## src/rtl/dw_weight_fetch_sched.sv

```systemverilog
// Depthwise-weight fetch scheduler: issues fixed-length AXI read bursts at a constant
// stride for one layer, bounds outstanding bursts, counts returned beats, flags errors.
module dw_weight_fetch_sched #(
  parameter int unsigned AW              = 32,
  parameter int unsigned BURST           = 16,
  parameter int unsigned MAX_OUTSTANDING = 4,
  parameter int unsigned CNT_W           = 16
) (
  input  logic             clk,
  input  logic             rst_n,
  input  logic             start,
  input  logic [AW-1:0]    base_addr,
  input  logic [CNT_W-1:0] num_bursts,
  input  logic             buf_space_ok,
  output logic             busy,
  output logic             done,
  output logic             err,
  output logic [AW-1:0]    araddr,
  output logic             arvalid,
  output logic [7:0]       arlen,
  input  logic             arready,
  input  logic             rvalid,
  input  logic             rlast,
  output logic             rready,
  output logic             wbuf_we
);

  localparam int unsigned BW = (BURST > 1) ? $clog2(BURST) : 1;
  localparam int unsigned OW = $clog2(MAX_OUTSTANDING) + 1;

  localparam logic [BW-1:0] LAST_BEAT = BW'(BURST - 1);
  localparam logic [OW-1:0] MAX_OUT   = OW'(MAX_OUTSTANDING);
  localparam logic [AW-1:0] STRIDE    = AW'(BURST);

  typedef enum logic [1:0] {
    S_IDLE,
    S_ISSUE,
    S_DRAIN,
    S_DONE
  } state_e;

  state_e           state_q, state_d;
  logic [AW-1:0]    addr_q, addr_d;
  logic [CNT_W-1:0] total_q, total_d;
  logic [CNT_W-1:0] issued_q, issued_d;
  logic [OW-1:0]    out_q, out_d;
  logic [BW-1:0]    beat_q, beat_d;
  logic             arvalid_q, arvalid_d;
  logic             err_q, err_d;
  logic             done_q, done_d;

  logic busy_w;
  logic beat_acc;
  logic beat_ok;
  logic beat_at_last;
  logic burst_end;
  logic ar_hs;

  assign busy_w       = (state_q == S_ISSUE) || (state_q == S_DRAIN);
  assign beat_acc     = rvalid & busy_w;
  assign beat_ok      = beat_acc & (out_q != '0);
  assign beat_at_last = (beat_q == LAST_BEAT);
  // A burst closes on rlast or on its final beat; both retire one outstanding AR
  // so a missing rlast is flagged without stalling the drain.
  assign burst_end    = beat_ok & (rlast | beat_at_last);
  assign ar_hs        = arvalid_q & arready;

  always_comb begin
    state_d   = state_q;
    addr_d    = addr_q;
    total_d   = total_q;
    issued_d  = issued_q;
    out_d     = out_q;
    beat_d    = beat_q;
    arvalid_d = arvalid_q;
    err_d     = err_q;
    done_d    = (state_q == S_DONE);

    unique case ({ar_hs, burst_end})
      2'b10:   out_d = out_q + OW'(1);
      2'b01:   out_d = out_q - OW'(1);
      default: out_d = out_q;
    endcase

    if (beat_ok) begin
      beat_d = (rlast | beat_at_last) ? '0 : beat_q + BW'(1);
    end

    if (beat_acc && ((out_q == '0) || (rlast != beat_at_last))) begin
      err_d = 1'b1;
    end

    if (ar_hs) begin
      addr_d   = addr_q + STRIDE;
      issued_d = issued_q + CNT_W'(1);
    end

    unique case (state_q)
      S_IDLE: begin
        if (start) begin
          addr_d    = base_addr;
          total_d   = num_bursts;
          issued_d  = '0;
          out_d     = '0;
          beat_d    = '0;
          err_d     = 1'b0;
          arvalid_d = 1'b0;
          state_d   = (num_bursts == '0) ? S_DONE : S_ISSUE;
        end
      end
      S_ISSUE: begin
        if (ar_hs) begin
          if (issued_d == total_q) begin
            arvalid_d = 1'b0;
            state_d   = S_DRAIN;
          end else begin
            // Re-evaluate with the post-handshake counts to allow back-to-back ARs.
            arvalid_d = (out_d < MAX_OUT) & buf_space_ok;
          end
        end else if (!arvalid_q) begin
          arvalid_d = (out_q < MAX_OUT) & buf_space_ok & (issued_q < total_q);
        end
      end
      S_DRAIN: begin
        if (out_q == '0) begin
          state_d = S_DONE;
        end
      end
      S_DONE: begin
        state_d = S_IDLE;
      end
      default: begin
        state_d = S_IDLE;
      end
    endcase
  end

  always_ff @(posedge clk or negedge rst_n) begin
    if (!rst_n) begin
      state_q   <= S_IDLE;
      addr_q    <= '0;
      total_q   <= '0;
      issued_q  <= '0;
      out_q     <= '0;
      beat_q    <= '0;
      arvalid_q <= 1'b0;
      err_q     <= 1'b0;
      done_q    <= 1'b0;
    end else begin
      state_q   <= state_d;
      addr_q    <= addr_d;
      total_q   <= total_d;
      issued_q  <= issued_d;
      out_q     <= out_d;
      beat_q    <= beat_d;
      arvalid_q <= arvalid_d;
      err_q     <= err_d;
      done_q    <= done_d;
    end
  end

  assign busy    = busy_w;
  assign done    = done_q;
  assign err     = err_q;
  assign araddr  = addr_q;
  assign arvalid = arvalid_q;
  assign arlen   = 8'(BURST - 1);
  assign rready  = busy_w;
  assign wbuf_we = beat_ok;

endmodule

```

## config.mk

```make
export PLATFORM = sky130hd
export DESIGN_NAME = dw_weight_fetch_sched
export DESIGN_NICKNAME = d
export VERILOG_FILES = /design/src/rtl/dw_weight_fetch_sched.sv
export SDC_FILE = /design/constraint.sdc
export NUM_CORES = 1
export LEC_CHECK = 0
export BUFFER_PORTS_ARGS = -buffer_cell sky130_fd_sc_hd__buf_2
export CORE_MARGIN = 5
export CORE_UTILIZATION = 60
export DETAILED_ROUTE_END_ITERATION = 7
export GPL_TIMING_DRIVEN = 0
export PLACE_DENSITY = 0.86
export SLEW_MARGIN = 30
export SYNTH_ARGS = -nofsm -noshare
export SYNTH_HDL_FRONTEND = slang
export SYNTH_SLANG_ARGS = --single-unit
export TNS_END_PERCENT = 20
```

## constraint.sdc

```tcl
create_clock -name clk -period 3.7 [get_ports clk]
set_input_delay 0.74 -clock clk [delete_from_list [all_inputs] [get_ports clk]]
set_output_delay 0.74 -clock clk [all_outputs]
set_load 0.05 [all_outputs]
```

==> Yosys cells after proc, flatten, opt, wreduce, memory -nomap -nowiden <==
Cells that the tools add are included.
{ "op_classes": {"order_cmp": 3, "n_reduce_logical": 11, "muxes": 27, "bitwise": 8, "eq_ne": 12, "add_sub_neg": 5} }
{ "op_table": {"columns": ["op", "n"], "rows": [
  ["2-to-1 mux 32 bit", 3],
  ["2-to-1 mux 16 bit", 3],
  ["adder 32 x 5 -> 32 bit, second input constant", 1],
  ["adder 16 x 1 -> 16 bit, second input constant", 1],
  ["== test 16 bit", 1],
  ["logical NOT 16 bit", 1],
  ["< comparator 16 bit", 1],
  ["2-to-1 mux 4 bit", 4],
  ["2-to-1 mux 2 bit", 5],
  ["one-hot mux 2 bit (4 select lines)", 1],
  ["bitwise AND 1 bit", 7],
  ["2-to-1 mux 1 bit", 7],
  ["== test 2 bit, second input constant", 3],
  ["< comparator 3 bit, second input constant", 2],
  ["2-to-1 mux 3 bit", 2],
  ["one-hot mux 3 bit (2 select lines)", 1],
  ["adder 4 x 1 -> 4 bit, second input constant", 1],
  ["== test 2 x 1 -> 1 bit, second input constant", 2],
  ["== test 4 bit, second input constant", 1],
  ["!= test 2 x 1 -> 1 bit, second input constant", 2],
  ["!= test 2 bit, second input constant", 2],
  ["AND reduction 2 bit", 2],
  ["AND reduction 4 bit", 1],
  ["adder 3 x 1 -> 3 bit, second input constant", 1],
  ["other kinds (10)", 11]
]} }
{ "totals": {"wordCells": 75, "ff_bits": 76, "in_bits": 55} }

==> Logic depth before layout (Yosys ltp) <==
Gate-level depths: netlist (run 1).
{ "logic_depth": {"depth_word": 12, "mapped_depth": 13, "ltp_nobuf": 13} }

==> Least setup slack after synthesis (run 1) <==
Ideal clock, no wire load.
{ "synth_timing": {"path_type": "register -> register", "startpoint": "register arvalid_q (netlist: arvalid)", "endpoint": "register arvalid_q (netlist: arvalid)", "n_path_buf": 2, "t_required_ns": 3.617, "t_arrival_ns": 2.560, "stages_incl_launch_ff": 14, "path_slack_ns": 1.057, "period_less_slack_ns": 2.643, "path_cell_list": "dfrtp_1 -> and2_4 -> buf_8 -> inv_4 -> buf_6 -> ha_1 -> fa_1 -> xnor2_1 -> nor2_1 -> xnor2_1 -> a21oi_1 -> nor2_1 -> o21ai_0 -> o22ai_1"} }
{ "synth_via": {"elab_chain_len": 8, "elab_cells_between_ends": 12, "cone_classes": "order compare (1); eq/ne (3); mux (6); bitwise (2)"} }
{ "synth_rtl": {"columns": ["item", "line_no", "rtl"], "rows": [
  ["from (decl)", "48", "logic arvalid_q, arvalid_d;"],
  ["from (signal assigned)", "156", "arvalid_q <= arvalid_d;"],
  ["bitwise AND 1 bit", "66", "assign ar_hs = arvalid_q & arready;"],
  ["== test 2 x 1 -> 1 bit / == test 2 bit (equally long branches)", "79", "unique case ({ar_hs, burst_end})"],
  ["one-hot mux 3 bit (2 select lines)", "79", null],
  ["< comparator 3 bit", "118", "arvalid_d = (out_d < MAX_OUT) & buf_space_ok;"],
  ["bitwise AND 1 bit", "118", null],
  ["2-to-1 mux 1 bit", "113", "if (issued_d == total_q) begin"],
  ["2-to-1 mux 1 bit *", "112", "if (ar_hs) begin"],
  ["one-hot mux 1 bit (2 select lines) *", "98", "unique case (state_q)"]
]} }
Every way passes the cells marked *; elsewhere a longest branch is shown, timed or not.
A chain may end at the register's enable or synchronous reset.

==> Final worst setup path (run 1) <==
{ "layout_timing": {"startpoint": "register issued_q[0]", "endpoint": "register state_q[1]"} }
{ "layout_via": {"elab_chain_len": 5} }
{ "layout_rtl": {"columns": ["item", "line_no", "rtl"], "rows": [
  ["from (decl)", "45", "logic [CNT_W-1:0] issued_q, issued_d;"],
  ["from (signal assigned)", "153", "issued_q <= issued_d;"],
  ["adder 16 x 1 -> 16 bit", "95", "issued_d = issued_q + CNT_W'(1);"],
  ["2-to-1 mux 16 bit *", "93", "if (ar_hs) begin"],
  ["== test 16 bit *", "113", null],
  ["!= test 2 x 1 -> 1 bit (no line) *", null, null],
  ["AND reduction 4 bit (no line) *", null, null],
  ["to (signal assigned)", "150", "state_q <= state_d;"],
  ["to (decl)", "42", "state_e state_q, state_d;"]
]} }
Marked as above.

==> results of run 1 <==
[power by group through the flow]
| stage | combinational, mW | sequential, mW | clock (mW) |
|---|---|---|---|
| 2_1_floorplan | 1.18 | 2.08 | 0 |
| 3_3_place_gp | 2.29 | 1.51 | 0 |
| 3_5_place_dp | 2.37 | 1.52 | 0 |
| 4_1_cts | 2.38 | 1.51 | 0.671 |
| 5_1_grt | 2.59 | 1.57 | 0.703 |
| 6_report | 2.39 | 1.52 | 0.667 |
[metrics by stage]
stage	worst slack, ns	instance area (um2)	hold slack [ns]	power (mW)	utilization, %
after floorplan	1.06	4940	0.444	3.26	-
after global placement	0.733	5530	0.454	3.80	68.3
after detailed placement	0.669	5550	0.457	3.89	68.6
after CTS	0.828	5760	0.385	4.57	71.1
after global routing	0.573	5760	0.413	4.86	71.1
final	0.715	5760	0.370	4.57	71.1
[cell type report]
cell class                 count  share of cell area, %
inverter                      30                   2.00
sequential                    76                   33.0
timing repair buffer          93                   8.39
tap                          105                   2.28
buffer                        34                   3.37
multi-input combinational    437                   47.4
clock inverter                 3                  0.782
clock buffer                  13                   2.76
[kinds of logic after synthesis]
| group | Yosys count |
|---|---|
| AND/OR/NAND/NOR | 246 |
| multiplexers | 4 |
| buffers and inverters | 64 |
| other | 2 |
| AO/OA/AOI/OAI | 94 |
| XOR/XNOR | 60 |
| flip-flops | 76 |
| adder cells (fa/ha/maj) | 25 |
[flip-flops by register name (all words and copies together) (netlist names)]
signal	count
araddr	32
arvalid	1
beat_q	4
done	1
err	1
issued_q	16
out_q	3
state_q	2
total_q	16
[worst register-to-register path: cells and delay by family (launching register included)]
family	cells	cell delay [ns]
and+or+nand+nor	3	0.79
AOI/OAI and AO/OA	2	0.61
DFF	1	0.46
xor gates and xnor gates	2	0.39
buffers and inverters	1	0.31
adders and majority gates	1	0.27
[worst max-delay path by stage]
stage	cells after the start	slack, ns	end
after floorplan	13	1.06	arvalid
after global placement	11	0.73	state_q[1]
after detailed placement	10	0.67	state_q[0]
after CTS	9	0.83	state_q[1]
after global routing	9	0.57	state_q[1]
final	9	0.71	state_q[1]
[synthesized netlist by cell type, types with 16 or more instances]
master	count	area [um2]
a21oi_1	16	80.1
clkbuf_1	17	63.8
dfrtp_1	76	1900
ha_1	24	300
inv_1	29	109
nand2_1	86	323
nand3_1	19	95.1
nand4_1	19	119
nor2_1	53	199
o21ai_0	49	245
xnor2_1	42	368
xor2_1	18	158
[per-layer routing]
| metal | GRT usage [%] | wire, um | vias up |
|---|---|---|---|
| met5 | 0 | 0 | - |
| met4 | 9.43 | 301 | 0 |
| met3 | 5.88 | 1120 | 24 |
| met2 | 45.6 | 6240 | 201 |
| met1 | 33.7 | 5170 | 2143 |
| li1 | - | - | 2174 |
==> results.json, run 1 <==
{
  "io_buffer_count": 92,
  "r2r_start": "issued_q[0]",
  "reg2reg_depth": 9,
  "drtIter0Drc": 298,
  "ys_types": 62,
  "crit_chain": "ha_1 > nand4_1 > clkbuf_1 > nor4_1 > xnor2_1 > xnor2_1 > nand4_1 > o31ai_1 > a31oi_1",
  "antenna_found_initial": 0,
  "wl_um": 12800,
  "ioPinCount": 101,
  "drc_errors": 0,
  "diodes": 0,
  "die_h_um": 101,
  "critPathArrivalTime_ns": 3.20,
  "synth_top_flop_cell": "dfrtp_1",
  "synth-compound-area-share_pct": 11.3,
  "cts_resized": 0,
  "synth_mux_area_share_pct": 0.865,
  "seq_area_frac_synth_pct": 38.7,
  "r2r_slack_ns": 0.71,
  "crit_fanout": 10,
  "fin_skew_ns": 0.0108,
  "cp-start-kind": "flop",
  "core_um2": 8090,
  "synth-seq-cells": 76,
  "run_status": "finished, final reports clean",
  "insertion_delay_ns": 0.36,
  "cts_tree": "done",
  "layout_common_cells": "buf_2 (95), nand2_1 (86), dfrtp_1 (76), nor2_1 (53), o21ai_0 (49)",
  "wl_per_cell_um": 16.2,
  "hp-class": "input pin to async pin",
  "vias": 4542,
  "cts.sinks": 76,
  "fin_cells": 791,
  "dr.pass1.iters": 5,
  "synth_fa_ha_area_share_pct": 6.52,
  "crit_buf_inv": 1,
  "end_kind": "flop",
  "finalCritPeriodShare_pct": 80.7,
  "synth_cells": 571,
  "track_usage_pct": 26.8,
  "cts-buffers-inserted": 9,
  "hold_viol": 0,
  "p_comb_share_pct": 52.2,
  "r2r_end": "state_q[1]",
  "post_cts_buffers": 0,
  "max_freq_mhz": 335,
  "final_common_cell": "buf_2",
  "ir_drop_uv": 533,
  "slew_headroom_pct": 60.0,
  "area_growth_pct": 17.1,
  "synth_top_family_by_area": "simple AND/OR/NAND/NOR gates",
  "setup-tns-final_ns": 0,
  "hpwl_um": 9780,
  "critPathTopFamily": "simple AND/OR/NAND/NOR gates",
  "clkPwrFrac_pct": 14.6,
  "report.final.slew_viol_count": 0,
  "routed_via_density": 5.74,
  "fill_cells": 644,
  "rows": 33,
  "layout.nets": 761,
  "seqCellArea_um2": 1900,
  "critPathSlowestCell": "dfrtp_1",
  "yosys.area_share.simple_pct": 25.5,
  "postCtsHoldBufs": 0,
  "grt_pass1_wl_um": 21600,
  "cap_violations": 0,
  "power.share.switching_pct": 51.0,
  "grt_max_degree": 42,
  "synth_async_sr_flop_share_pct": 100,
  "p_int_mw": 2.24,
  "powerDensity_nw_per_um2": 795,
  "worst_pin_slew_ns": 0.595,
  "ant_nets": 0,
  "crit_required_ns": 3.91,
  "ys_warn_count": 0,
  "start_util_pct": 60.7,
  "power_frac_seq_pct": 33.2,
  "synth.avg_cell_area_um2": 8.61,
  "clkTransAtPathRegs_ns": 0.09,
  "cts_root_buf": "clkbuf_8",
  "switching_power_mw": 2.33,
  "die_area_um2": 10100,
  "cp_slowest_stage_delay_ns": 0.46,
  "grt_overflow": 0,
  "min_period_ns": 2.99,
  "drive_gt1_share_pct": 20.4,
  "htree_levels": 3,
  "die_x_um": 101,
  "worstSetupPathType": "flop to flop",
  "gp_congestion": 0.954,
  "cts_buffer_depth": 2,
  "multi_input_area_um2": 2730,
  "setup_viol": 0,
  "synth_edf_count": 0,
  "rsz0062_at_grt": "false",
  "startpoint": "issued_q[0]",
  "syn_area_um2": 4920,
  "grt_pass1_vias": 4637,
  "place_inst": 775,
  "p_leak_nw": 2.62,
  "synth-xor-area-share_pct": 10.7
}
Power figures use the tool's default switching activity.
==> run 2, diff against run 1 <==
--- a/config.mk
+++ b/config.mk
@@ -7,10 +7,10 @@
 export LEC_CHECK = 0
 export BUFFER_PORTS_ARGS = -buffer_cell sky130_fd_sc_hd__buf_2
 export CORE_MARGIN = 5
-export CORE_UTILIZATION = 60
+export CORE_UTILIZATION = 50
 export DETAILED_ROUTE_END_ITERATION = 7
 export GPL_TIMING_DRIVEN = 0
-export PLACE_DENSITY = 0.86
+export PLACE_DENSITY = 0.77
 export SLEW_MARGIN = 30
 export SYNTH_ARGS = -nofsm -noshare
 export SYNTH_HDL_FRONTEND = slang
==> constraint.sdc (replaced) <==
create_clock -name clk -period 2.7 [get_ports clk]
set_input_delay 0.54 -clock clk [delete_from_list [all_inputs] [get_ports clk]]
set_output_delay 0.54 -clock clk [all_outputs]
set_load 0.05 [all_outputs]
==> results.json, run 2 (synthesis results as in run 1) <==
{
  "htree_levels": 3,
  "cp-start-kind": "flop",
  "critPathArrivalTime_ns": 2.86,
  "ioPinCount": 101,
  "grt_overflow": 0,
  "routed_via_density": 5.53,
  "postCtsHoldBufs": 0,
  "area_growth_pct": 21.6,
  "hold_viol": 0,
  "grt_pass1_vias": 4524,
  "start_util_pct": 50.8,
  "finalCritPeriodShare_pct": 96.1,
  "die_area_um2": 11900,
  "end_kind": "flop",
  "setup_slack_ns": 0.106,
  "place_ws_ns": -0.202,
  "drc_errors": 0,
  "rows": 36,
  "report.final.slew_viol_count": 0,
  "ir_drop_uv": 739,
  "r2r_slack_ns": 0.11,
  "r2r_end": "state_q[0]",
  "cap_violations": 0,
  "crit_fanout": 10,
  "ant_nets": 0,
  "wl_per_cell_um": 16.3,
  "reg2reg_depth": 10,
  "run_status": "finished, final reports clean",
  "cts_buffer_depth": 2,
  "cts_root_buf": "clkbuf_8",
  "drtIter0Drc": 253,
  "min_period_ns": 2.59,
  "insertion_delay_ns": 0.36,
  "diodes": 0,
  "dr.pass1.iters": 5,
  "grt_pass1_wl_um": 21900,
  "cts.sinks": 76,
  "fill_cells": 829,
  "antenna_found_initial": 0,
  "seqCellArea_um2": 1910,
  "r2r_start": "arvalid",
  "fin_cells": 828,
  "hp-class": "input pin to async pin",
  "setup-tns-final_ns": 0,
  "vias": 4578,
  "worst_pin_slew_ns": 0.658,
  "multi_input_area_um2": 2810,
  "core_um2": 9680,
  "cts-buffers-inserted": 9,
  "clkTransAtPathRegs_ns": 0.09,
  "drive_gt1_share_pct": 23.7,
  "layout_common_cells": "buf_2 (93), nand2_1 (86), dfrtp_1 (73), nor2_1 (53), o21ai_0 (49)",
  "cts_tree": "done",
  "worstSetupPathType": "flop to flop",
  "wl_um": 13500,
  "final_common_cell": "buf_2",
  "fin_skew_ns": 0.0126,
  "powerDensity_nw_per_um2": 1080,
  "die_h_um": 109,
  "gp_congestion": 0.938,
  "layout.nets": 771,
  "post-route-util_pct": 61.7,
  "max_freq_mhz": 386,
  "hpwl_um": 10100,
  "slew_headroom_pct": 56.1,
  "p_leak_nw": 2.71,
  "crit_required_ns": 2.97,
  "die_x_um": 109,
  "track_usage_pct": 23.4,
  "setup_viol": 0,
  "io_buffer_count": 92,
  "grt_max_degree": 45,
  "largest_register_ffs": 32,
  "place_inst": 803
}
## run 2: cell count changes in the layout (fill, tap and decap cells not counted), sizes merged
cell | before | now
clkinv | 0 | 1
clkinvlp | 2 | 1
clkbuf | 31 | 30
inv | 30 | 31
buf | 109 | 117
bufinv | 1 | 2
## run 2: report_power, final
part	total (mW)	internal [mW]	switching, mW
combinational	3.40	1.09	2.31
sequential	2.08	1.58	0.497
clock	0.998	0.546	0.453
## run 2: how the worst max path moves through the flow
stage	slack (ns)	depth (start not counted)	startpoint	to
after floorplan	0.06	13	arvalid	arvalid
after global placement	-0.14	11	arready	state_q[0]
after detailed placement	-0.20	11	arready	arvalid
after CTS	0.01	8	issued_q[0]	state_q[0]
after global routing	-0.06	13	beat_q[0]	arvalid
final	0.11	10	arvalid	state_q[0]
## run 2: layout make-up
class / count / share of cell area [%]
tap: 133 / 2.78
sequential: 76 / 31.9
clock inverter: 5 / 1.42
buffer: 34 / 3.35
timing repair buffer: 103 / 9.34
clock buffer: 10 / 2.30
inverter: 30 / 1.93
multi-input combinational: 437 / 47.0
## run 2: routing by layer
layer	wire length (um)	global-route usage [%]	share of wire [%]
met4	354	8.57	2.6
met2	6340	37.3	47
met3	1100	6.10	8.1
met5	0	0	0
met1	5740	30.6	42
## run 2: through the flow
stage	area, um2	power, mW	hold WS [ns]
after detailed placement	5590	5.35	0.459
after floorplan	4940	4.46	0.244
final	5980	6.47	0.179
after global routing	5980	6.89	0.228
after global placement	5570	5.25	0.458
after CTS	5820	6.37	0.200
## run 2: timing repair
| item | in CTS | in global routing |
|---|---|---|
| endpoints found under the setup margin | 3 | 3 |
| pin swaps | 0 | 4 |
| cloned | 0 | 0 |
| resized for setup | 4 | 17 |
| buffers inserted | 0 | 10 |
| hold endpoints to repair | 0 | 0 |
## run 2: critical path, cell delays in order (launching register included)
cell	delay (ns)
dfrtp_2	0.42
and2_4	0.16
buf_8	0.12
inv_4	0.05
buf_6	0.15
nor4_1	0.35
mux2_2	0.40
nor4_2	0.25
and4_1	0.26
nand4_1	0.11
a22oi_1	0.21
==> run 3, diff against run 2 <==
--- a/config.mk
+++ b/config.mk
@@ -10,7 +10,8 @@
 export CORE_UTILIZATION = 50
 export DETAILED_ROUTE_END_ITERATION = 7
 export GPL_TIMING_DRIVEN = 0
-export PLACE_DENSITY = 0.77
+export PLACE_DENSITY = 0.88
+export SKIP_LAST_GASP = 1
 export SLEW_MARGIN = 30
 export SYNTH_ARGS = -nofsm -noshare
 export SYNTH_HDL_FRONTEND = slang
==> results.json, run 3 (synthesis results as in run 1) <==
{
  "run_status": "finished, final reports clean",
  "finalHoldWorstSlack_ns": 0.0970,
  "power.share.switching_pct": 50.8,
  "dpl_cell_area_um2": 5600,
  "die_x_um": 109,
  "track_usage_pct": 23.3,
  "cts_tree": "done",
  "wl_per_cell_um": 17.0,
  "crit_fanout": 10,
  "switching_power_mw": 3.35,
  "place_ws_ns": -0.184,
  "p_comb_share_pct": 54.0,
  "max_freq_mhz": 385,
  "vias": 4657,
  "min_period_ns": 2.60,
  "place_inst": 803,
  "drtIter0Drc": 300,
  "grt_pass1_vias": 4646,
  "hold_viol": 0,
  "fill_cells": 820,
  "drc_errors": 0,
  "wl_met3_um": 942,
  "p_total_mw": 6.60,
  "dr.pass1.iters": 5,
  "dr_wl_met2_um": 7080,
  "layout.nets": 775,
  "powerDensity_nw_per_um2": 1090,
  "finalCritPeriodShare_pct": 96.2,
  "cap_violations": 0,
  "r2r_slack_ns": 0.10,
  "grt_max_degree": 52,
  "fin_cells": 833,
  "die_area_um2": 11900,
  "rows": 36,
  "ioPinCount": 101,
  "wl_um": 14100,
  "gp_congestion": 0.933,
  "cts.sinks": 76,
  "setup_slack_ns": 0.104,
  "cts-buffers-inserted": 9,
  "fin_skew_ns": 0.00628,
  "crit_required_ns": 2.96,
  "io_buffer_count": 92,
  "die_h_um": 109,
  "grt_overflow": 0,
  "antenna_found_initial": 0,
  "hp-class": "input pin to async pin",
  "postCtsHoldBufs": 0,
  "cts_root_buf": "clkbuf_8",
  "setup-tns-final_ns": 0,
  "grt_pass1_wl_um": 21900,
  "post-route-util_pct": 62.4,
  "worstSetupPathType": "flop to flop",
  "final_common_cell": "buf_2",
  "clkPwrFrac_pct": 14.4,
  "wl_met1_um": 5690,
  "p_leak_nw": 2.73,
  "drive_gt1_share_pct": 24.4,
  "report.final.slew_viol_count": 0,
  "routed_via_density": 5.59,
  "ir_drop_uv": 755,
  "layout_common_cells": "buf_2 (94), nand2_1 (86), dfrtp_1 (74), nor2_1 (53), o21ai_0 (49)",
  "slew_headroom_pct": 58.6,
  "ant_nets": 0,
  "start_util_pct": 50.8,
  "insertion_delay_ns": 0.35,
  "p_int_mw": 3.25,
  "largest_register_ffs": 32,
  "clkTransAtPathRegs_ns": 0.08,
  "top_layer_used": "met4",
  "htree_levels": 3,
  "cp-start-kind": "flop",
  "core_um2": 9680,
  "rsz0062_at_grt": "true",
  "area_growth_pct": 23.0,
  "critPathArrivalTime_ns": 2.86,
  "cts_buffer_depth": 2,
  "final_cell_area_um2": 6040,
  "diodes": 0,
  "power_frac_seq_pct": 31.6,
  "setup_viol": 0,
  "worst_pin_slew_ns": 0.621,
  "hpwl_um": 10200,
  "end_kind": "flop"
}
[run 3: cell types whose count changed in the layout (fill, tap and decap cells not counted), sizes merged]
cell,previous run,this run
clkbuf,30,32
buf,117,122
clkinv,1,2
bufinv,2,1
inv,31,30
clkinvlp,1,0
[run 3: area by class of cell]
class	count	area (um2)	share of cell area [%]
Clock inverter	3	43.8	0.724
Sequential cell	76	1900	31.5
Inverter	30	115	1.90
Buffer	34	200	3.31
Clock buffer	13	169	2.79
Multi-Input combinational cell	437	2840	46.9
Tap cell	133	166	2.75
Timing Repair Buffer	107	608	10.1
[run 3: repair_timing]
item / CTS / global route
resized for setup: 2 / 23
buffers inserted: 1 / 13
pin swaps: 0 / 6
gates cloned: 0 / 0
endpoints found under the setup margin: 3 / 4
[run 3: power groups by stage]
stage	Clock (mW)	Combinational [mW]	Sequential [mW]
6_report	0.948	3.56	2.09
3_5_place_dp	0	3.27	2.09
4_1_cts	0.957	3.31	2.08
5_1_grt	1.00	3.83	2.14
3_3_place_gp	0	3.15	2.06
2_1_floorplan	0	1.62	2.85
[run 3: layer usage]
metal  track usage, %  up-vias
li1                 -     2197
met4             9.74        0
met5                0        -
met3             4.85       34
met1             28.7     2218
met2             39.6      208
[run 3: path summary, 6_finish.rpt]
check,endpoint,start,cells after the start
worst min register to register,araddr[1],araddr[1],2
max in group asynchronous,issued_q[0],rst_n,2
worst max register to register,state_q[0],issued_q[4],9
worst max-delay path,state_q[0],issued_q[4],9
worst min-delay path,issued_q[15],rst_n,1
min in group clk,araddr[1],base_addr[1],3
[run 3: worst max-delay path, cell delays in order (launching register included)]
cell      delay (ns)
dfrtp_1         0.36
buf_2           0.22
nand4_4         0.20
buf_6           0.22
o211ai_2        0.15
nand3_1         0.09
or4_1           0.56
nor4_4          0.37
nand4_1         0.13
a22oi_1         0.21
